==> src/rtl/ifu_fetch_ctrl_pkg.sv <==
// Shared types for the instruction-fetch controller: FSM states, the fetch slot
// and the default reset vector.
package ifu_fetch_ctrl_pkg;

  localparam logic [31:0] RESET_PC_DEFAULT = 32'h8000_0000;
  localparam logic [31:0] INST_BYTES       = 32'd4;

  typedef enum logic [1:0] {
    ST_REQ  = 2'd0,  // request pending on imem
    ST_WAIT = 2'd1,  // request accepted, awaiting response
    ST_HOLD = 2'd2   // instruction held for decode
  } fetch_state_e;

  typedef struct packed {
    logic [31:0] pc;
    logic [31:0] inst;
    logic        pred_taken;
    logic [31:0] pred_target;
  } fetch_slot_t;

  // Sequential PC wraps naturally at 2^32 through the 32-bit add.
  function automatic logic [31:0] next_fetch_pc(input logic [31:0] pc,
                                                input logic        taken,
                                                input logic [31:0] target);
    return taken ? target : pc + INST_BYTES;
  endfunction

endpackage

==> src/rtl/ifu_fetch_ctrl.sv <==
// Single-outstanding instruction fetch controller: issues one imem request at a
// time, holds the returned word for decode and handles EX redirects.
module ifu_fetch_ctrl
  import ifu_fetch_ctrl_pkg::*;
#(
  parameter logic [31:0] RESET_PC = RESET_PC_DEFAULT
) (
  input  logic        clk,
  input  logic        reset,

  output logic [31:0] if_pc,
  input  logic        predict_taken,
  input  logic [31:0] predict_target,

  output logic        imem_req_valid,
  input  logic        imem_req_ready,
  output logic [31:0] imem_req_addr,
  input  logic        imem_resp_valid,
  input  logic [31:0] imem_resp_inst,

  output logic        id_valid,
  input  logic        id_ready,
  output logic [31:0] id_pc,
  output logic [31:0] id_inst,
  output logic        id_pred_taken,
  output logic [31:0] id_pred_target,

  input  logic        ex_redirect_valid,
  input  logic [31:0] ex_redirect_pc,

  output logic [31:0] fetch_count,
  output logic [31:0] flush_count
);

  fetch_state_e state_q, state_d;
  logic [31:0]  pc_q, pc_d;
  logic         stale_q, stale_d;
  fetch_slot_t  slot_q, slot_d;
  logic [31:0]  fetch_count_q, fetch_count_d;
  logic [31:0]  flush_count_q, flush_count_d;
  logic         id_fire;

  // NOTE: every signal written here gets its default first, so no path can
  // leave one unassigned and infer a latch.
  always_comb begin
    state_d        = state_q;
    pc_d           = pc_q;
    stale_d        = stale_q;
    slot_d         = slot_q;
    imem_req_valid = 1'b0;
    id_valid       = 1'b0;
    id_fire        = 1'b0;

    unique case (state_q)
      ST_REQ: begin
        imem_req_valid = 1'b1;
        if (imem_req_ready) begin
          state_d = ST_WAIT;
          if (ex_redirect_valid) begin
            // Accepted request belongs to the flushed path: its response is dropped.
            stale_d = 1'b1;
          end else begin
            slot_d.pc          = pc_q;
            slot_d.pred_taken  = predict_taken;
            slot_d.pred_target = predict_target;
            pc_d               = next_fetch_pc(pc_q, predict_taken, predict_target);
          end
        end
      end

      ST_WAIT: begin
        if (imem_resp_valid) begin
          slot_d.inst = imem_resp_inst;
          stale_d     = 1'b0;
          state_d     = (stale_q || ex_redirect_valid) ? ST_REQ : ST_HOLD;
        end else if (ex_redirect_valid) begin
          stale_d = 1'b1;
        end
      end

      ST_HOLD: begin
        id_valid = 1'b1;
        if (ex_redirect_valid) begin
          state_d = ST_REQ;
        end else if (id_ready) begin
          id_fire = 1'b1;
          state_d = ST_REQ;
        end
      end

      default: state_d = ST_REQ;
    endcase

    if (ex_redirect_valid) begin
      pc_d = ex_redirect_pc;
    end

    fetch_count_d = fetch_count_q + {31'd0, id_fire};
    flush_count_d = flush_count_q + {31'd0, ex_redirect_valid};
  end

  // NOTE: state registers use non-blocking assignments so every flop samples
  // the values from before this edge, independent of statement order.
  always_ff @(posedge clk) begin
    if (reset) begin
      state_q       <= ST_REQ;
      pc_q          <= RESET_PC;
      stale_q       <= 1'b0;
      slot_q        <= '0;
      fetch_count_q <= '0;
      flush_count_q <= '0;
    end else begin
      state_q       <= state_d;
      pc_q          <= pc_d;
      stale_q       <= stale_d;
      slot_q        <= slot_d;
      fetch_count_q <= fetch_count_d;
      flush_count_q <= flush_count_d;
    end
  end

  assign if_pc          = pc_q;
  assign imem_req_addr  = pc_q;
  assign id_pc          = slot_q.pc;
  assign id_inst        = slot_q.inst;
  assign id_pred_taken  = slot_q.pred_taken;
  assign id_pred_target = slot_q.pred_target;
  assign fetch_count    = fetch_count_q;
  assign flush_count    = flush_count_q;

endmodule

==> config.mk <==
export PLATFORM = sky130hd
export DESIGN_NAME = ifu_fetch_ctrl
export DESIGN_NICKNAME = d
export VERILOG_FILES = /design/src/rtl/ifu_fetch_ctrl_pkg.sv /design/src/rtl/ifu_fetch_ctrl.sv
export SDC_FILE = /design/constraint.sdc
export NUM_CORES = 1
export LEC_CHECK = 0
export BUFFER_PORTS_ARGS = -buffer_cell sky130_fd_sc_hd__clkbuf_2
export CORE_MARGIN = 4
export CORE_UTILIZATION = 49
export DETAILED_ROUTE_END_ITERATION = 6
export GPL_TIMING_DRIVEN = 0
export PLACE_DENSITY = 0.84
export REMOVE_ABC_BUFFERS = 1
export SYNTH_ARGS = -nofsm -noshare
export SYNTH_HDL_FRONTEND = slang
export SYNTH_SLANG_ARGS = --single-unit
==> constraint.sdc <==
create_clock -name clk -period 2.8 [get_ports clk]
set_input_delay 0.28 -clock clk [delete_from_list [all_inputs] [get_ports clk]]
set_output_delay 0.28 -clock clk [all_outputs]
set_load 0.1 [all_outputs]
-- Word-level counts from Yosys, hierarchy flattened
Cells that the tools add are included.
- bits in registers: 196
- logic and storage cells: 47
- $add $sub $neg: 3
- equal/unequal tests: 5
- muxes and demuxes: 19
- bitwise logic cells: 1
- reductions and logical operators: 10
- operators with widths (cell ; number):
    2-to-1 mux 32 bit ; 4
    adder 32 x 1 -> 32 bit ; 2
    adder 32 x 3 -> 32 bit (second input constant) ; 1
    2-to-1 mux 2 bit ; 5
    2-to-1 mux 1 bit ; 8
    case mux 2 bit (3 select lines) ; 1
    AND reduction 2 bit ; 3
    AND reduction 3 bit ; 2
    nonzero test 2 bit ; 3
    inequality test 2 bit (second input constant) ; 2
    inequality test 3 bit (second input constant) ; 1
    equality test 2 x 1 -> 1 bit (second input constant) ; 1
    equality test 2 bit (second input constant) ; 1
    zero test 2 bit ; 1
    case mux 1 bit (2 select lines) ; 1
    logical OR 1 bit ; 1
    inverter 1 bit ; 1

-- Longest topological paths before layout
- depth after elaboration: 5
- depth in mapped cells: 10
- depth with buffers taken out: 9

-- Least setup slack after synthesis
No wires, ideal clock.
- kind: register to register
- start point: register state_q[1]
- end point: register fetch_count_q[16] (netlist: fetch_count[16])
- arrival: 3656 ps
- required time: 2733 ps
- path slack: -923 ps
- stages on the path, launching flop included: 11
- path buffers: 1
- period minus slack after synthesis: 3723 ps
- path through: dfxtp_1 > clkbuf_1 > nor2b_1 > and3_1 > ha_1 > ha_1 > nand2_1 > nor4_2 > nand3_1 > xor2_1 > nor2_1
- cells in the longest elaborated chain, start to end: 3
- RTL lines (item ; line ; RTL):
    start: declaration ; ifu_fetch_ctrl.sv:35 ; fetch_state_e state_q, state_d;
    start signal: assignment ; ifu_fetch_ctrl.sv:113 ; state_q <= state_d;
    equality test 2 bit ; ifu_fetch_ctrl.sv:54 ; unique case (state_q)
    2-to-1 mux 1 bit ; ifu_fetch_ctrl.sv:54 ;
    adder 32 x 1 -> 32 bit ; ifu_fetch_ctrl.sv:98 ; fetch_count_d = fetch_count_q + {31'd0, id_fire};
    end signal: assignment ; ifu_fetch_ctrl.sv:117 ; fetch_count_q <= fetch_count_d;
    end: declaration ; ifu_fetch_ctrl.sv:39 ; logic [31:0] fetch_count_q, fetch_count_d;
No other way between the ends.
A chain may end at the register's enable or synchronous reset.

-- Final worst setup path
- start point: register state_q[1]
- end point: register fetch_count_q[22] (netlist: fetch_count[22])
The elaborated chain is that of the path after synthesis.

==> metrics.md <==
| Metric | Value |
|---|---|
| Maximum number of pins on one net before global-route repair | `99` |
| I/O pins | `330` |
| Number of antenna-violating nets in the routed design | `0` |
| Via count of the first global-routing pass | `8,279` |
| Total power draw | `6.860 mW` |
| Final number of setup-violating endpoints | `0` |
| CTS tree | `built` |
| Startpoint-to-endpoint class of the critical path | `reg -> reg` |
| Upper clock frequency limit | `393.3 MHz` |
| Share of synthesized area occupied by flip-flops and latches | `0.4504` |
| Number of antenna violations at the first check in global routing | `1` |
| Met2 track demand over resource in global routing | `0.4424` |
| Half-perimeter wire length of the detailed placement result | `18,980 um` |
| Die width | `141.3 um` |
| Global-route wire length before repair | `43,020 um` |
| Number of detailed-route iterations in the first pass | `5` |
| Clock buffer count from CTS | `17` |
| Count of vias placed by the detailed router | `8,822` |
| Clock Root Buffer | `clkbuf_16` |
| Post-detailed-placement cell area | `10,250 um2` |
| Pin slew with the least headroom to its limit | `1186 ps` |
| Final std cell area, no fill | `10,870 um2` |
| Global routing met1 resource utilization | `0.3306` |
| Synthesized area divided by synthesized cell count | `7.862 um2` |
| Crit path capture type | `flop` |
| Synthesized area | `8711 um2` |
| Area enclosed by the die boundary | `19,970 um2` |
| CP Launch Type | `flop` |
| Met3 demand-to-capacity share in global routing | `0.05865` |
| CP Cell Sequence | `nor2b_1 > and3_1 > ha_1 > ha_1 > nand2_1 > nor4_4 > nand2_1 > xor2_1 > nor2_1` |
| Gp weighted congestion | `0.8536` |
| Result of the run | `finished, final reports clean` |
| Total grt overflow | `0` |
| Post-detailed-route wirelength per cell | `16.91 um` |
| Count of hold-fix buffers inserted at cts | `0` |
| Data arrival time of the critical path | `2840 ps` |
| Buf+Inv Stages, Crit Path | `0` |
| Post-route clock period utilization | `0.9080` |
| Number of synthesized flops with an enable pin | `0` |
| Clock latency of the later-clocked register in the worst-skew pair | `430 ps` |
| Post-synthesis to final-layout area growth | `24.79%` |
| Maximum net fanout on the critical path | `11` |
| Max Slew Vio Count | `0` |
| Sink Count | `196` |
| Die Span Y | `141.3 um` |
| Unique masters post-synth | `46` |
| Highest-count cells in the layout ignoring fill and taps | `327 x clkbuf_2, 251 x nand2_1, 196 x dfxtp_1` |
| Classification of the worst-slack hold path | `in -> reg` |
| Filler Cells Inserted | `1,530` |
| Final Hold Viols | `0` |
| Leading register cell type out of synthesis | `dfxtp_1` |
| Initial cell density of the core | `0.5019` |
| Flop and latch count out of synthesis | `196` |
| Number of buffer cells added on primary ports | `329` |
| Static leakage power | `4.644 nW` |
| Power density over the cells | `631.1 nW/um2` |
| DRC violations left | `0` |
| Number of standard cells after synthesis | `1,108` |
| Total wire length | `27,060 um` |
| Most common cell after layout, fill and taps aside | `clkbuf_2` |
| Final worst-path setup slack | `257.6 ps` |
| Number of placement rows | `48` |
| Peak ir drop on the vdd network | `0.5312 mV` |
| Worst slack at placement | `-658.1 ps` |
| Total of warnings raised by yosys | `0` |
| All-Layer GR Usage | `0.2638` |
| Layer with the highest usage | `met2` |
| Area inside the core boundary | `17,360 um2` |
| NumNets Final | `1,469` |
| Worst-case headroom to the max-slew limit | `0.2067` |
| Deepest level of the CTS H-tree | `4` |
| Ratio of cells with drive above 1 in the final layout | `0.2773` |
| Worst-path cell with the longest stage delay | `dfxtp_1` |
| Cell family contributing the most delay on the critical path | `simple AND/OR/NAND/NOR gates` |
| Ratio of routed vias to standard cells | `5.514` |
| Unrepaired setup endpoints after global routing | `no` |
| Worst clock skew | `13.02 ps` |
| Clk pin slew, worst setup/hold paths | `70 ps` |
| Shortest period the worst path allows | `2542 ps` |
| Required time of the critical path | `3100 ps` |
| DRT iter0 DRCs | `458` |
| Crit-path max cell delay | `540 ps` |
| Max Root-Sink Buffers | `2` |
| Proportion of register bits with asynchronous set or reset after synthesis | `0` |
| Max-cap violation count | `0` |
worst min-delay path: stages:
cell,delay (ps)
clkbuf_2,80
nand2_1,40
a21oi_1,50
metrics by stage:
stage / setup TNS [ps] / utilization / std cells / hold WS [ps]
2_1_floorplan: -80330 / - / 1006 / 349.1
3_3_place_gp: -266710 / 0.5835 / 1560 / 441.0
3_5_place_dp: -19860 / 0.5904 / 1564 / 445.6
4_1_cts: 0 / 0.6233 / 1597 / 52.30
5_1_grt: 0 / 0.6263 / 1600 / 58.65
6_report: 0 / 0.6263 / 1600 / 70.15
final cells by class:
class | instances | area [um2] | share of cell area
flip-flops and latches | 196 | 3924 | 0.3610
clock buffers | 22 | 464.2 | 0.04270
repair buffers | 335 | 1780 | 0.1638
diodes | 1 | 2.502 | 0.0002302
clock inverters | 10 | 91.34 | 0.008402
multi-input cells | 802 | 4293 | 0.3949
well taps | 225 | 281.5 | 0.02590
inverters | 9 | 33.78 | 0.003108
path summary, 6_finish.rpt:
check / start / end / slack (ps) / depth (start not counted)
hold reg to reg: id_inst[14] / id_inst[14] / 450 / 2
hold / removal: imem_resp_inst[6] / id_inst[6] / 70 / 3
setup reg to reg: state_q[1] / fetch_count[22] / 260 / 9
setup / recovery: state_q[1] / fetch_count[22] / 260 / 9
routing by layer:
metal | routed length [um] | vias to the layer above
met4 | 846 | 0
li1 | - | 4253
met5 | 0 | -
met2 | 13120 | 406
met1 | 10690 | 4106
met3 | 2392 | 57
Yosys cell counts (7+ instances only):
master / number / share of area
and3_1: 21 / 0.015
buf_2: 7 / 0.0040
nand4_1: 32 / 0.023
o21ai_0: 30 / 0.017
dfxtp_1: 196 / 0.45
xnor2_1: 14 / 0.014
clkbuf_1: 57 / 0.025
a211oi_1: 8 / 0.0069
or3_1: 7 / 0.0050
buf_4: 32 / 0.028
xor2_1: 59 / 0.059
nand2_1: 252 / 0.11
nor3_1: 15 / 0.0086
inv_1: 9 / 0.0039
and4_1: 9 / 0.0090
nor2_1: 88 / 0.038
a21oi_1: 144 / 0.083
nand3_1: 52 / 0.030
nor2b_1: 9 / 0.0065
power breakdown:
| group | internal, mW | leakage, nW | switching [mW] |
|---|---|---|---|
| clock network | 1.21 | 0.263 | 1.13 |
| logic | 0.267 | 2.79 | 1.25 |
| registers | 2.88 | 1.59 | 0.114 |
| total | 4.36 | 4.64 | 2.50 |
timing repair:
item | CTS | global route
pin swaps | 1 | 1
resized for setup | 2 | 4
endpoints found under the setup margin | 24 | 12
setup buffers | 0 | 2
gates cloned | 1 | 0
kinds of logic (layout without fill, tap and decap cells):
| logic type | count (synthesis) | in the layout | synth area share |
|---|---|---|---|
| buffers and inverters | 111 | 376 | 0.06263 |
| XOR/XNOR | 73 | 73 | 0.07340 |
| flip-flops | 196 | 196 | 0.4504 |
| adder cells (fa/ha/maj) | 5 | 5 | 0.007182 |
| multiplexers | 6 | 6 | 0.007182 |
| AND/OR/NAND/NOR | 509 | 510 | 0.2689 |
| other | 0 | 1 | 0 |
| AO/OA/AOI/OAI | 208 | 208 | 0.1303 |
state kept, by name, indices dropped and copies added (netlist names):
signal and cells:
flush_count 32, state_q 2, id_pc 32, id_inst 32
fetch_count 32, id_pred_taken 1, if_pc 32, id_pred_target 32
stale_q 1
(Power assumes the default switching activity.)
